==> config.mk <==
export PLATFORM = sky130hd
export DESIGN_NAME = jtag_reg_master
export DESIGN_NICKNAME = d
export VERILOG_FILES = /design/src/rtl/jtag_reg_master.sv
export SDC_FILE = /design/constraint.sdc
export NUM_CORES = 1
export LEC_CHECK = 0
export BUFFER_PORTS_ARGS = -buffer_cell sky130_fd_sc_hd__buf_2
export CAP_MARGIN = 30
export CORE_ASPECT_RATIO = 0.75
export CORE_MARGIN = 2
export CORE_UTILIZATION = 49
export DETAILED_ROUTE_END_ITERATION = 6
export PLACE_DENSITY = 0.69
export SLEW_MARGIN = 25
export SYNTH_ARGS = -nofsm -noshare
export SYNTH_HDL_FRONTEND = slang
export SYNTH_SLANG_ARGS = --single-unit
==> constraint.sdc <==
create_clock -name clk -period 4.51 [get_ports clk]
set_clock_uncertainty 0.05 [all_clocks]
set_input_delay 0.451 -clock clk [delete_from_list [all_inputs] [get_ports clk]]
set_output_delay 0.451 -clock clk [all_outputs]
set_load 0.03 [all_outputs]
==> src/rtl/jtag_reg_master.sv <==
`default_nettype none
// jtag_reg_master: JTAG initiator that turns register read/write requests into
// USER1 DR scans of 38-bit checksummed frames.
module jtag_reg_master #(
  parameter int                CLK_DIV = 4,
  parameter int                IR_LEN  = 6,
  parameter logic [IR_LEN-1:0] USER_IR = 6'h02
) (
  input  logic        clk,
  input  logic        rst,
  input  logic        req_valid,
  output logic        req_ready,
  input  logic        req_we,
  input  logic [3:0]  req_addr,
  input  logic [31:0] req_wdata,
  output logic        rsp_valid,
  output logic [31:0] rsp_rdata,
  output logic        tck,
  output logic        tms,
  output logic        tdi,
  input  logic        tdo
);

  typedef enum logic [1:0] {S_INIT, S_IDLE, S_SCAN} state_t;

  localparam logic [15:0] DIV_LAST  = 16'(CLK_DIV - 1);
  localparam logic [5:0]  IR_FIRST  = 6'd10;
  localparam logic [5:0]  IR_LAST   = 6'(10 + IR_LEN - 1);
  localparam logic [5:0]  INIT_LAST = 6'(11 + IR_LEN);
  localparam logic [5:0]  SH_FIRST  = 6'd3;
  localparam logic [5:0]  SH_LAST   = 6'd40;
  localparam logic [5:0]  CAP_LAST  = 6'd34;
  localparam logic [5:0]  DR_LAST   = 6'd42;

  state_t      state;
  logic [5:0]  bit_idx;
  logic [15:0] div_cnt;
  logic        we_q;
  logic [3:0]  addr_q;
  logic [31:0] data_q;
  logic        pass;
  logic [31:0] cap;

  logic [36:0] body;
  logic [37:0] frame;
  logic [5:0]  nxt_idx;
  logic [5:0]  shift_k;
  logic        nxt_tms;
  logic        nxt_tdi;

  assign body  = {we_q, addr_q, data_q};
  assign frame = {~^body, body};

  // TMS/TDI for the TCK cycle that follows the current one.
  always_comb begin
    nxt_idx = bit_idx + 6'd1;
    shift_k = nxt_idx - SH_FIRST;
    nxt_tms = 1'b0;
    nxt_tdi = 1'b0;
    if (state == S_INIT) begin
      if (nxt_idx < 6'd5 || nxt_idx == 6'd6 || nxt_idx == 6'd7) begin
        nxt_tms = 1'b1;
      end else if (nxt_idx >= IR_FIRST && nxt_idx <= IR_LAST) begin
        nxt_tms = (nxt_idx == IR_LAST);
        nxt_tdi = |(USER_IR & (IR_LEN'(1) << (nxt_idx - IR_FIRST)));
      end else if (nxt_idx == IR_LAST + 6'd1) begin
        nxt_tms = 1'b1;
      end
    end else begin
      if (nxt_idx >= SH_FIRST && nxt_idx <= SH_LAST) begin
        nxt_tms = (nxt_idx == SH_LAST);
        nxt_tdi = frame[shift_k];
      end else if (nxt_idx == SH_LAST + 6'd1) begin
        nxt_tms = 1'b1;
      end
    end
  end

  always_ff @(posedge clk or posedge rst) begin
    if (rst) begin
      state     <= S_INIT;
      bit_idx   <= '0;
      div_cnt   <= '0;
      tck       <= 1'b0;
      tms       <= 1'b1;
      tdi       <= 1'b0;
      req_ready <= 1'b0;
      rsp_valid <= 1'b0;
      rsp_rdata <= '0;
      we_q      <= 1'b0;
      addr_q    <= '0;
      data_q    <= '0;
      pass      <= 1'b0;
      cap       <= '0;
    end else begin
      rsp_valid <= 1'b0;
      case (state)
        S_IDLE: begin
          if (req_valid && req_ready) begin
            we_q      <= req_we;
            addr_q    <= req_addr;
            data_q    <= req_we ? req_wdata : 32'd0;
            req_ready <= 1'b0;
            state     <= S_SCAN;
            bit_idx   <= '0;
            div_cnt   <= '0;
            pass      <= 1'b0;
            tms       <= 1'b1;
            tdi       <= 1'b0;
          end
        end
        default: begin
          if (div_cnt != DIV_LAST) begin
            div_cnt <= div_cnt + 16'd1;
          end else begin
            div_cnt <= '0;
            if (!tck) begin
              tck <= 1'b1;
              // Only data bits [31:0] are kept; they leave the shifter LSB first.
              if (state == S_SCAN && bit_idx >= SH_FIRST && bit_idx <= CAP_LAST)
                cap <= {tdo, cap[31:1]};
            end else begin
              tck <= 1'b0;
              if (state == S_INIT && bit_idx == INIT_LAST) begin
                state     <= S_IDLE;
                bit_idx   <= '0;
                req_ready <= 1'b1;
                tms       <= 1'b0;
                tdi       <= 1'b0;
              end else if (state == S_SCAN && bit_idx == DR_LAST) begin
                bit_idx <= '0;
                if (!we_q && !pass) begin
                  // Reads need a second scan to bring back the addressed data.
                  pass <= 1'b1;
                  tms  <= 1'b1;
                  tdi  <= 1'b0;
                end else begin
                  state     <= S_IDLE;
                  req_ready <= 1'b1;
                  rsp_valid <= 1'b1;
                  rsp_rdata <= we_q ? 32'd0 : cap;
                  tms       <= 1'b0;
                  tdi       <= 1'b0;
                end
              end else begin
                bit_idx <= nxt_idx;
                tms     <= nxt_tms;
                tdi     <= nxt_tdi;
              end
            end
          end
        end
      endcase
    end
  end

endmodule
`default_nettype wire
==> results by group, run 1 <==
Status
  – Result of the run: finished, final reports clean

CTS
  – Clock buffer depth: 2
  – # resized after CTS: 0
  – Depth of the CTS H-tree: 4
  – TritonCTS clock tree: done
  – Master cell of the clock root buffer: clkbuf_16
  – Clock Sink Count: 130
  – Insertion delay of the later-clocked pin in the worst-skew pair: slightly above 0.4 ns
  – Clock transition at the registers of the reported paths: 0.06 ns
  – CTS Buf Count: 17

Critical path
  – Data required, critical path: around 4.8 ns
  – Startpoint-to-endpoint class of the critical path: reg2reg
  – Startpoint type of the worst setup path: flip-flop
  – Setup crit end kind: flip-flop
  – Critical path arrival: 3.79 ns
  – Critical path fanouts, max: 11
  – Reg2reg setup slack: 0.96 ns

STA
  – Final Critical Period: between 3 and 4 ns
  – FMAX: 0.282 GHz
  – Unrepaired setup endpoints after global routing: no
  – Final setup viols: 0
  – Fin crit share: 78.7%
  – Slew at the pin closest to its max-slew limit: 0.897 ns
  – Total negative slack: 0 ns
  – Max_slew headroom: ~40%
  – Final number of hold-violating endpoints: 0
  – Count of pins over their slew limit: 0

Power and ir drop
  – Worst VDD drop: between 300 and 400 uV
  – Total Power: 4390 uW
  – Power per unit of standard cell area: 569 nW/um2
  – Static leakage: about 0.0037 uW

Cells and area
  – Layout-stage area growth over the synthesis result: 17.3%
  – Final instance count without filler cells: about 900
  – Fill cell total of the finished layout: 1,113
  – Ratio of cells with drive above 1 in the final layout: 23.9%
  – Register cell area after layout: ~3300 um2
  – Nets: ~770
  – Final antenna diode count: 0
  – Area occupied by multi-input gates: 3110 um2

Logic synthesis
  – Cells after Synth: 654
  – Top FF cell, synth: dfrtp_1
  – Number of enable-type register cells in the synthesized netlist: 0
  – Share of flip-flops with an asynchronous set or reset: 100%
  – Distinct cell type count of the synthesized netlist: 57
  – Number of nets produced by synthesis: between 700 and 800
  – Post-synthesis average cell area: roughly 10 um2
  – Flip-flop and latch count after synthesis: 130
  – Sequential share of the synthesized area: roughly 50%
  – Syn. warnings: 0
  – Post-synth design cell area: about 6600 um2

Detailed routing
  – Number of vias in the routed layout: between 4,000 and 5,000
  – Wire length reported by the detailed router: about 14,000 um
  – Post-detailed-route via-to-cell ratio: 5.43
  – Post-route ant nets: 0
  – Detailed router's first-iteration violation count: 247
  – Drt first pass iters: 5
  – Post-route DRC: 0
  – Per-cell routed wire length: 15.4 um

Global route
  – Global-route wire length before repair: ~24,000 um
  – Sum of overflow across all layers after global routing: 0
  – Maximum number of pins on one net before global-route repair: slightly below 70
  – Number of global-route vias before repair: ~5,000
  – Global Route Usage Sum: a little over a fifth
  – Number of antenna violations at the first check in global routing: 0

Floorplanning
  – Placement row count: 36
  – Top-level I/O count: 78
  – Horizontal extent of the die: 138 um
  – Die Footprint: around 14,000 um2
  – Floorplan Core Area: 13,100 um2
  – Initial Util: 50.3%
  – DIE HEIGHT: between 100 and 150 um

Placed design
  – Cells after DPL: 871
  – Gpl congestion: 0.879
  – Dpl hpwl: 9410 um
  – Port Buffer Count: between 70 and 80

Run
  – Reported max-cap violation count: 0

Worst hold path
  – Class of the worst hold path: in2reg
[where the power goes]
group          leakage, uW  switching, uW  internal (uW)
clock             0.000286            515            883
combinational      0.00170            643            738
sequential         0.00175            268           1340
total              0.00374           1430           2960
[registers in the layout, indices dropped and copies added (netlist names)]
| signal | flops |
|---|---|
| addr_q | 4 |
| bit_idx | 6 |
| cap | 32 |
| data_q | 32 |
| div_cnt | 16 |
| pass | 1 |
| rsp_rdata | 32 |
| rsp_valid | 1 |
| state | 2 |
| tck | 1 |
| tdi | 1 |
| tms | 1 |
| we_q | 1 |
[cell families (layout without fill, tap and decap cells)]
kind of cell | after synthesis | count (layout) | share of synthesized area (%)
buffers and inverters | 50 | 129 | 3.18
AOI/OAI and AO/OA | 96 | 96 | 8.86
muxes | 54 | 54 | 10.6
xor gates and xnor gates | 44 | 44 | 6.48
DFF | 130 | 130 | 49.5
and+or+nand+nor | 271 | 271 | 19.7
adders and majority gates | 9 | 9 | 1.71
[final timing paths]
kind	startpoint	cells past startpoint	to
max	bit_idx[0]$_DFFE_PP0P_	10	tdi$_DFFE_PP0P_
min	tdo	2	cap[31]$_DFFE_PP0P_
max reg2reg	bit_idx[0]$_DFFE_PP0P_	10	tdi$_DFFE_PP0P_
min reg2reg	rsp_rdata[17]$_DFFE_PP0P_	2	rsp_rdata[17]$_DFFE_PP0P_
max in group asynchronous	rst	5	cap[28]$_DFFE_PP0P_
min in group asynchronous	rst	3	rsp_rdata[11]$_DFFE_PP0P_
[layer usage]
metal	vias to the layer above	share of wire, %	GRT usage (%)
met5	-	0	0
met4	0	1.2	6.71
met3	14	4.4	5.21
met2	114	46	31.3
met1	2405	48	29.9
li1	2378	-	-
[layout by cell type, fill, tap and decap left out, drive strengths merged, types with 12 or more instances in the layout]
master,count
o21ai,63
nand3,12
buf,86
nand3b,33
xnor2,34
mux2,42
nor2,27
nand2,154
inv,12
dfrtp,129
clkbuf,19
[critical path: stages, from the launching register on]
cell	delay, ns
dfrtp_1	0.53
clkinv_1	0.36
ha_1	0.43
ha_1	0.19
nor2b_1	0.15
nand2b_1	0.16
a32oi_1	0.45
mux4_2	0.56
and3b_1	0.20
o41ai_2	0.28
a21oi_1	0.07
[timing repair]
action	4_1_cts	5_1_grt
setup endpoints to repair	0	0
hold buffers	0	1
setup buffers	0	0
hold endpoints to repair	0	21
[layout make-up]
type,count,area share (%)
Clock inverter,12,2.05
Clock buffer,19,5.75
Inverter,11,0.568
Sequential cell,130,42.2
Timing Repair Buffer,87,6.27
Multi-Input combinational cell,474,40.3
Tap cell,171,2.78
[through the flow]
stage	utilization [%]	worst slack [ns]	instance area [um2]	hold slack [ns]
CTS	58.7	0.957	7670	0.188
global placement	54.1	1.05	7060	0.398
global route	59.0	0.684	7710	0.206
floorplan	-	0.541	6570	0.407
detailed placement	54.1	0.919	7070	0.400
finish	59.0	0.959	7710	0.216
[cells in the mapped netlist, types with 2 or more instances]
cell type	number	area [um2]
nor4b_1	3	26.3
ha_1	9	113
buf_1	4	15.0
buf_6	2	22.5
nor3b_1	2	15.0
clkbuf_1	28	105
nor2b_1	5	31.3
xor2_1	9	78.8
nand4b_1	2	17.5
o21ai_0	63	315
nor4_1	6	37.5
nor2_1	27	101
nand2_1	154	578
mux2_2	41	462
xnor2_1	32	280
nand3_1	12	60.1
mux2i_1	4	40.0
a31oi_1	7	43.8
nand4_1	2	12.5
and4_1	4	35.0
a21oi_1	4	20.0
nand3b_1	33	248
and3_1	4	25.0
dfrtp_1	129	3230
o31ai_1	4	30.0
buf_2	5	25.0
o41ai_1	4	35.0
mux4_2	8	180
nor3_1	6	30.0
inv_1	10	37.5
nand2b_1	4	25.0
o22ai_1	2	12.5
No activity file was read; power rests on OpenSTA's default activity.
==> run 2, diff against run 1 <==
Clock period 4.51 ns to 3.3 ns, I/O delays scaled along.
==> results by group, run 2 (same netlist as run 1, synthesis figures left out) <==
STA
  – Final Critical Period: 3.05 ns (was 3.55 ns)
  – Count of pins over their slew limit: 0 (unchanged)
  – Fin crit share: 92.5% (was 78.7%)
  – FMAX: 0.328 GHz (was 0.282 GHz)
  – Final setup viols: 0 (unchanged)
  – Max_slew headroom: 38.0% (was 40.0%)
  – Total negative slack: 0 ns (unchanged)
  – Unrepaired setup endpoints after global routing: no (unchanged)
  – Slew at the pin closest to its max-slew limit: 0.926 ns (was 0.897 ns)
  – Final number of hold-violating endpoints: 0 (unchanged)
  – Final hold slack: 0.00210 ns (was 0.216 ns)

Cells and area
  – Most frequent cells in the layout: nand2_1, dfrtp_1, buf_2 (unchanged)
  – Nets: 778 (was 771)
  – Fill cell total of the finished layout: 1,138 (was 1,113)
  – Area occupied by multi-input gates: 3120 um2 (was 3110 um2)
  – Ratio of cells with drive above 1 in the final layout: 24.5% (was 23.9%)
  – Final antenna diode count: 0 (unchanged)
  – Most frequent standard cell in the layout excluding fill and tap cells: nand2_1 (unchanged)
  – Register cell area after layout: 3260 um2 (unchanged)
  – Post-route standard cell area excluding fillers: 7680 um2 (was 7710 um2)
  – Layout-stage area growth over the synthesis result: 16.9% (was 17.3%)
  – Registers with the most flip-flops: cap x32, data_q x32, rsp_rdata x32 (unchanged)

Floorplanning
  – DIE HEIGHT: 104 um (unchanged)
  – Horizontal extent of the die: 138 um (unchanged)
  – Floorplan Core Area: 13,100 um2 (unchanged)
  – Die Footprint: 14,400 um2 (unchanged)
  – Placement row count: 36 (unchanged)
  – Initial Util: 50.3% (unchanged)
  – Top-level I/O count: 78 (unchanged)

Detailed routing
  – Post-route ant nets: 0 (unchanged)
  – Number of vias in the routed layout: 4,951 (was 4,911)
  – Drt first pass iters: 5 (unchanged)
  – Post-route DRC: 0 (unchanged)
  – Post-detailed-route via-to-cell ratio: 5.43 (about the same)
  – Per-cell routed wire length: 15.6 um (was 15.4 um)
  – Wire length reported by the detailed router: 14,300 um (was 13,900 um)
  – Detailed router's first-iteration violation count: 241 (was 247)

CTS
  – Clock buffer depth: 2 (unchanged)
  – Clock Sink Count: 130 (unchanged)
  – TritonCTS clock tree: done (unchanged)
  – Master cell of the clock root buffer: clkbuf_16 (unchanged)
  – Insertion delay of the later-clocked pin in the worst-skew pair: 0.42 ns (was 0.41 ns)
  – Clock transition at the registers of the reported paths: 0.06 ns (about the same)
  – Depth of the CTS H-tree: 4 (unchanged)
  – CTS Buf Count: 17 (unchanged)
  – Hold-fix buffers, CTS: 0 (unchanged)

Power and ir drop
  – Static leakage: 0.00373 uW (was 0.00374 uW)
  – Sequential share of power: 37.1% (was 36.7%)
  – Power per unit of standard cell area: 760 nW/um2 (was 569 nW/um2)
  – Share of total power consumed by net switching: 33.3% (was 32.5%)
  – Worst VDD drop: 394 uV (was 318 uV)
  – Proportion of power drawn by combinational gates: 34.3% (was 31.5%)
  – Clock power share: 28.6% (was 31.9%)
  – Net switching power: 1940 uW (was 1430 uW)
  – Total Power: 5840 uW (was 4390 uW)
  – Internal power contribution: 3890 uW (was 2960 uW)

Placed design
  – Dpl hpwl: 9780 um (was 9410 um)
  – Port Buffer Count: 77 (unchanged)
  – Post-placement cell area: 7150 um2 (was 7070 um2)
  – Gpl congestion: 0.859 (was 0.879)

Global route
  – Number of global-route vias before repair: 4,857 (was 4,876)
  – Maximum number of pins on one net before global-route repair: 67 (was 68)
  – Number of antenna violations at the first check in global routing: 0 (unchanged)
  – Global-route wire length before repair: 24,200 um (was 23,800 um)
  – Sum of overflow across all layers after global routing: 0 (unchanged)
  – Global Route Usage Sum: 21.4% (was 20.9%)

Worst hold path
  – Class of the worst hold path: in2async (was in2reg)

Critical path
  – CP top delay family: compound AO/OA/AOI/OAI gates (unchanged)
  – Critical path fanouts, max: 8 (was 11)
  – Crit-path slowest cell: mux4_2 (unchanged)
  – Startpoint-to-endpoint class of the critical path: reg2reg (unchanged)
  – Sum of buffers and inverters on the critical path: 1 (unchanged)
  – Critical path cell sequence: inv_1, ha_1, ha_1, nor2b_1, nor3_1, a32oi_1, mux4_2, and3b_1, o41ai_2, a21oi_1 (was clkinv_1, ha_1, ha_1, nor2b_1, nand2b_1, a32oi_1, mux4_2, and3b_1, o41ai_2, a21oi_1)
  – Startpoint type of the worst setup path: flip-flop (unchanged)
  – Largest incremental delay on the critical path: 0.54 ns (was 0.56 ns)
  – Data required, critical path: 3.55 ns (was 4.75 ns)
  – Critical path arrival: 3.30 ns (was 3.79 ns)
  – Worst path most repeated cell: ha_1 (unchanged)
  – Setup crit end kind: flip-flop (unchanged)

Run
  – Reported max-cap violation count: 0 (unchanged)

Status
  – Result of the run: finished, final reports clean (unchanged)
run 2: cell count changes in the layout (fill, tap and decap cells not counted), moves of 2 or more:
cell | before | now
and3_1 | 2 | 4
buf_4 | 8 | 16
clkinv_4 | 2 | 0
clkinv_2 | 2 | 6
and3_2 | 2 | 0
bufinv_16 | 3 | 0
run 2: layout make-up:
cell class,instances,area share [%]
sequential,130,42.4
multi-input combinational,474,40.6
timing repair buffer,94,6.84
clock buffer,21,5.99
tap,171,2.79
clock inverter,10,0.798
inverter,11,0.586
run 2: repair_timing:
item	CTS	global route
buffers inserted	0	0
hold endpoints to repair	0	0
resized for setup	0	3
setup endpoints to repair	0	1
run 2: per-stage QoR:
step | utilization [%] | std cells | worst slack, ns
2_1_floorplan | - | 654 | 0.0496
3_3_place_gp | 54.7 | 880 | 0.279
3_5_place_dp | 54.7 | 880 | 0.113
4_1_cts | 58.7 | 911 | 0.0921
5_1_grt | 58.8 | 911 | 0.0333
6_report | 58.8 | 911 | 0.249
run 2: power groups by stage:
stage | combinational [uW] | clock, uW | sequential, uW
after floorplan | 1620 | 0 | 2080
after global placement | 1940 | 0 | 2170
after detailed placement | 2000 | 0 | 2180
after CTS | 2020 | 1700 | 2150
after global routing | 2200 | 1770 | 2200
final | 2010 | 1670 | 2160
run 2: metal layers:
metal | GRT usage [%] | part of all wire, %
met4 | 7.07 | 1.1
met5 | 0 | 0
met2 | 32.4 | 47
met3 | 5.02 | 4.3
met1 | 30.3 | 48
run 2: worst paths after layout:
check                                          start                         to  slack, ns  depth (start not counted)
min in group clk                                 tdo        cap[31]$_DFFE_PP0P_       0.09                          2
setup reg to reg              bit_idx[1]$_DFFE_PP0P_            tdi$_DFFE_PP0P_       0.25                         10
setup / recovery              bit_idx[1]$_DFFE_PP0P_            tdi$_DFFE_PP0P_       0.25                         10
max in group asynchronous                        rst     bit_idx[0]$_DFFE_PP0P_       2.33                          3
hold reg to reg            rsp_rdata[25]$_DFFE_PP0P_  rsp_rdata[25]$_DFFE_PP0P_       0.41                          2
hold / removal                                   rst     div_cnt[5]$_DFFE_PP0P_      0.002                          2
==> run 3, diff against run 2 <==
Settings changed: ABC_AREA set to 1.
==> results by group, run 3 <==
Status
  – Result of the run: complete, but fails checks (was finished, final reports clean)
  – Failing checks: negative hold slack

STA
  – Total negative slack: 0 ns (unchanged)
  – Unrepaired setup endpoints after global routing: no (unchanged)
  – Final Critical Period: 2.65 ns (was 3.05 ns)
  – Final number of hold-violating endpoints: 6 (was 0)
  – Fin crit share: 80.2% (was 92.5%)
  – Final setup viols: 0 (unchanged)
  – FMAX: 0.378 GHz (was 0.328 GHz)
  – Max_slew headroom: 49.0% (was 38.0%)
  – Final hold slack: -0.0209 ns (was 0.00210 ns)
  – Count of pins over their slew limit: 0 (unchanged)
  – Final worst slack: 0.654 ns (was 0.249 ns)
  – Slew at the pin closest to its max-slew limit: 0.765 ns (was 0.926 ns)

Cells and area
  – Fill cell total of the finished layout: 1,264 (was 1,138)
  – Most frequent standard cell in the layout excluding fill and tap cells: nand2_1 (unchanged)
  – Registers with the most flip-flops: cap x32, data_q x32, rsp_rdata x32 (unchanged)
  – Nets: 1,018 (was 778)
  – Layout-stage area growth over the synthesis result: 16.7% (was 16.9%)
  – Ratio of cells with drive above 1 in the final layout: 15.4% (was 24.5%)
  – Most frequent cells in the layout: nand2_1, dfrtp_1, inv_1 (was nand2_1, dfrtp_1, buf_2)
  – Final antenna diode count: 0 (unchanged)

Detailed routing
  – Wire length reported by the detailed router: 15,700 um (was 14,300 um)
  – Post-route DRC: 0 (unchanged)
  – Post-route ant nets: 0 (unchanged)
  – Number of vias in the routed layout: 6,087 (was 4,951)
  – Post-detailed-route via-to-cell ratio: 5.27 (was 5.43)
  – Per-cell routed wire length: 13.6 um (was 15.6 um)
  – Drt first pass iters: 5 (unchanged)
  – Detailed router's first-iteration violation count: 344 (was 241)

CTS
  – TritonCTS clock tree: done (unchanged)
  – Hold-fix buffers, CTS: 0 (unchanged)
  – Depth of the CTS H-tree: 4 (unchanged)
  – Clock transition at the registers of the reported paths: 0.07 ns (was 0.06 ns)
  – Setup fix buffers added after clock tree synthesis: 0 (unchanged)
  – Clock buffer depth: 2 (unchanged)
  – # resized after CTS: 0 (unchanged)
  – CTS Buf Count: 17 (unchanged)
  – Clock Sink Count: 130 (unchanged)
  – Master cell of the clock root buffer: clkbuf_16 (unchanged)
  – Insertion delay of the later-clocked pin in the worst-skew pair: 0.42 ns (about the same)

Floorplanning
  – Horizontal extent of the die: 142 um (was 138 um)
  – Floorplan Core Area: 13,800 um2 (was 13,100 um2)
  – DIE HEIGHT: 107 um (was 104 um)
  – Initial Util: 50.5% (was 50.3%)
  – Placement row count: 37 (was 36)
  – Die Footprint: 15,200 um2 (was 14,400 um2)
  – Top-level I/O count: 78 (unchanged)

Logic synthesis
  – Sequential share of the synthesized area: 46.7% (was 49.5%)
  – Number of enable-type register cells in the synthesized netlist: 0 (unchanged)
  – Share of Yosys cell area claimed by the top area cell type: 46.4% (was 49.1%)
  – Most area-consuming cells after synthesis: dfrtp_1, nand2_1, o21ai_0 (was dfrtp_1, nand2_1, mux2_2)
  – Share of flip-flops with an asynchronous set or reset: 100% (unchanged)
  – Post-synth design cell area: 6960 um2 (was 6570 um2)
  – Top FF cell, synth: dfrtp_1 (unchanged)
  – Number of nets produced by synthesis: 948 (was 704)
  – Largest area contributor in the netlist: dfrtp_1 (unchanged)
  – Cells after Synth: 898 (was 654)
  – Flip-flop and latch count after synthesis: 130 (unchanged)
  – Distinct cell type count of the synthesized netlist: 45 (was 57)
  – Syn. warnings: 0 (unchanged)
  – Post-synthesis average cell area: 7.75 um2 (was 10.0 um2)
  – Top cell types by occurrence after synthesis: nand2_1, dfrtp_1, inv_1, o21ai_0, nand3_1 (was nand2_1, dfrtp_1, o21ai_0, mux2_2, nand3b_1)
  – Most repeated cell in the gate-level netlist after synthesis: nand2_1 (unchanged)

Critical path
  – Largest incremental delay on the critical path: 0.48 ns (was 0.54 ns)
  – Reg2reg setup slack: 0.65 ns (was 0.25 ns)
  – CP top delay family: compound AO/OA/AOI/OAI gates (unchanged)
  – Startpoint-to-endpoint class of the critical path: reg2reg (unchanged)
  – Critical path arrival: 2.90 ns (was 3.30 ns)
  – Sum of buffers and inverters on the critical path: 3 (was 1)
  – Startpoint type of the worst setup path: flip-flop (unchanged)
  – Crit-path slowest cell: dfrtp_1 (was mux4_2)
  – Critical path cell sequence: ha_1, inv_1, nand2_2, nand2_4, inv_2, ha_1, a21oi_4, xnor2_2, o21ai_1, o22ai_1, inv_1, o21ai_1, a21oi_1, nand2_1, nand2_1, nand2_1, nand2_1 (was inv_1, ha_1, ha_1, nor2b_1, nor3_1, a32oi_1, mux4_2, and3b_1, o41ai_2, a21oi_1)
  – Setup crit end kind: flip-flop (unchanged)
  – Critical path fanouts, max: 9 (was 8)
  – Worst path most repeated cell: nand2_1 (was ha_1)
  – Data required, critical path: 3.56 ns (was 3.55 ns)

Global route
  – Number of global-route vias before repair: 5,564 (was 4,857)
  – Maximum number of pins on one net before global-route repair: 131 (was 67)
  – Global routing met1 resource utilization: 31.4% (was 30.3%)
  – Global Route Usage Sum: 21.6% (was 21.4%)
  – Sum of overflow across all layers after global routing: 0 (unchanged)
  – Number of antenna violations at the first check in global routing: 0 (unchanged)
  – GR met2 Demand/Resource: 32.8% (was 32.4%)
  – Most utilized layer in the global route result: met2 (unchanged)
  – Global-route wire length before repair: 26,500 um (was 24,200 um)
  – GR Layer Usage met3: 4.96% (was 5.02%)

Power and ir drop
  – Static leakage: 0.00396 uW (was 0.00373 uW)
  – Worst VDD drop: 314 uV (was 394 uV)
  – Power per unit of standard cell area: 442 nW/um2 (was 760 nW/um2)
  – Total Power: 3590 uW (was 5840 uW)

Worst hold path
  – Class of the worst hold path: in2async (unchanged)

Placed design
  – Gpl congestion: 0.872 (was 0.859)
  – Dpl hpwl: 10,500 um (was 9780 um)
  – Port Buffer Count: 77 (unchanged)
  – Worst setup slack before clock tree synthesis: 0.697 ns (was 0.113 ns)

Run
  – Reported max-cap violation count: 0 (unchanged)
run 3: worst paths after layout:
kind | start | end | depth (start not counted)
worst max register to register | bit_idx[0]$_DFFE_PP0P_ | tdi$_DFFE_PP0P_ | 17
max in group asynchronous | rst | data_q[30]$_DFFE_PP0P_ | 3
min in group clk | req_addr[2] | addr_q[2]$_DFFE_PP0P_ | 3
worst max-delay path | bit_idx[0]$_DFFE_PP0P_ | tdi$_DFFE_PP0P_ | 17
worst min-delay path | rst | div_cnt[14]$_DFFE_PP0P_ | 3
worst min register to register | rsp_rdata[21]$_DFFE_PP0P_ | rsp_rdata[21]$_DFFE_PP0P_ | 2
run 3: logic make-up (layout without fill, tap and decap cells):
logic type	count (synthesis)	count (layout)	share of synthesized area, %
buffers and inverters	156	239	8.61
flip-flops	130	130	46.7
XOR/XNOR	24	24	3.61
adder cells (fa/ha/maj)	9	9	1.62
AND/OR/NAND/NOR	390	390	23.3
multiplexers	1	1	0.162
AO/OA/AOI/OAI	188	188	16.0
run 3: area by class of cell:
| type | instances | area, um2 | area share [%] |
|---|---|---|---|
| tap | 175 | 219 | 2.69 |
| clock inverter | 15 | 185 | 2.28 |
| multi-input combinational | 612 | 3110 | 38.3 |
| sequential | 130 | 3250 | 40.1 |
| timing repair buffer | 88 | 480 | 5.91 |
| inverter | 119 | 450 | 5.54 |
| clock buffer | 17 | 425 | 5.24 |
run 3: stage by stage:
step	cell area (um2)	std cells	utilization (%)
2_1_floorplan	6970	898	-
3_3_place_gp	7510	1124	54.5
3_5_place_dp	7510	1124	54.5
4_1_cts	8130	1156	58.9
5_1_grt	8130	1156	58.9
6_report	8130	1156	58.9
run 3: per-layer routing:
layer	share of wire [%]	vias up
met5	0	-
li1	-	3067
met4	1.0	0
met2	44	161
met3	5.8	17
met1	49	2842
run 3: worst min-delay path, cell delays in order:
cell        delay (ns)
buf_2             0.11
clkinvlp_4        0.07
buf_12            0.42
run 3: power breakdown:
part / switching [uW] / internal (uW)
Sequential: 0.256 / 1590
Combinational: 44.6 / 20.8
Clock: 837 / 1090
Total: 882 / 2710
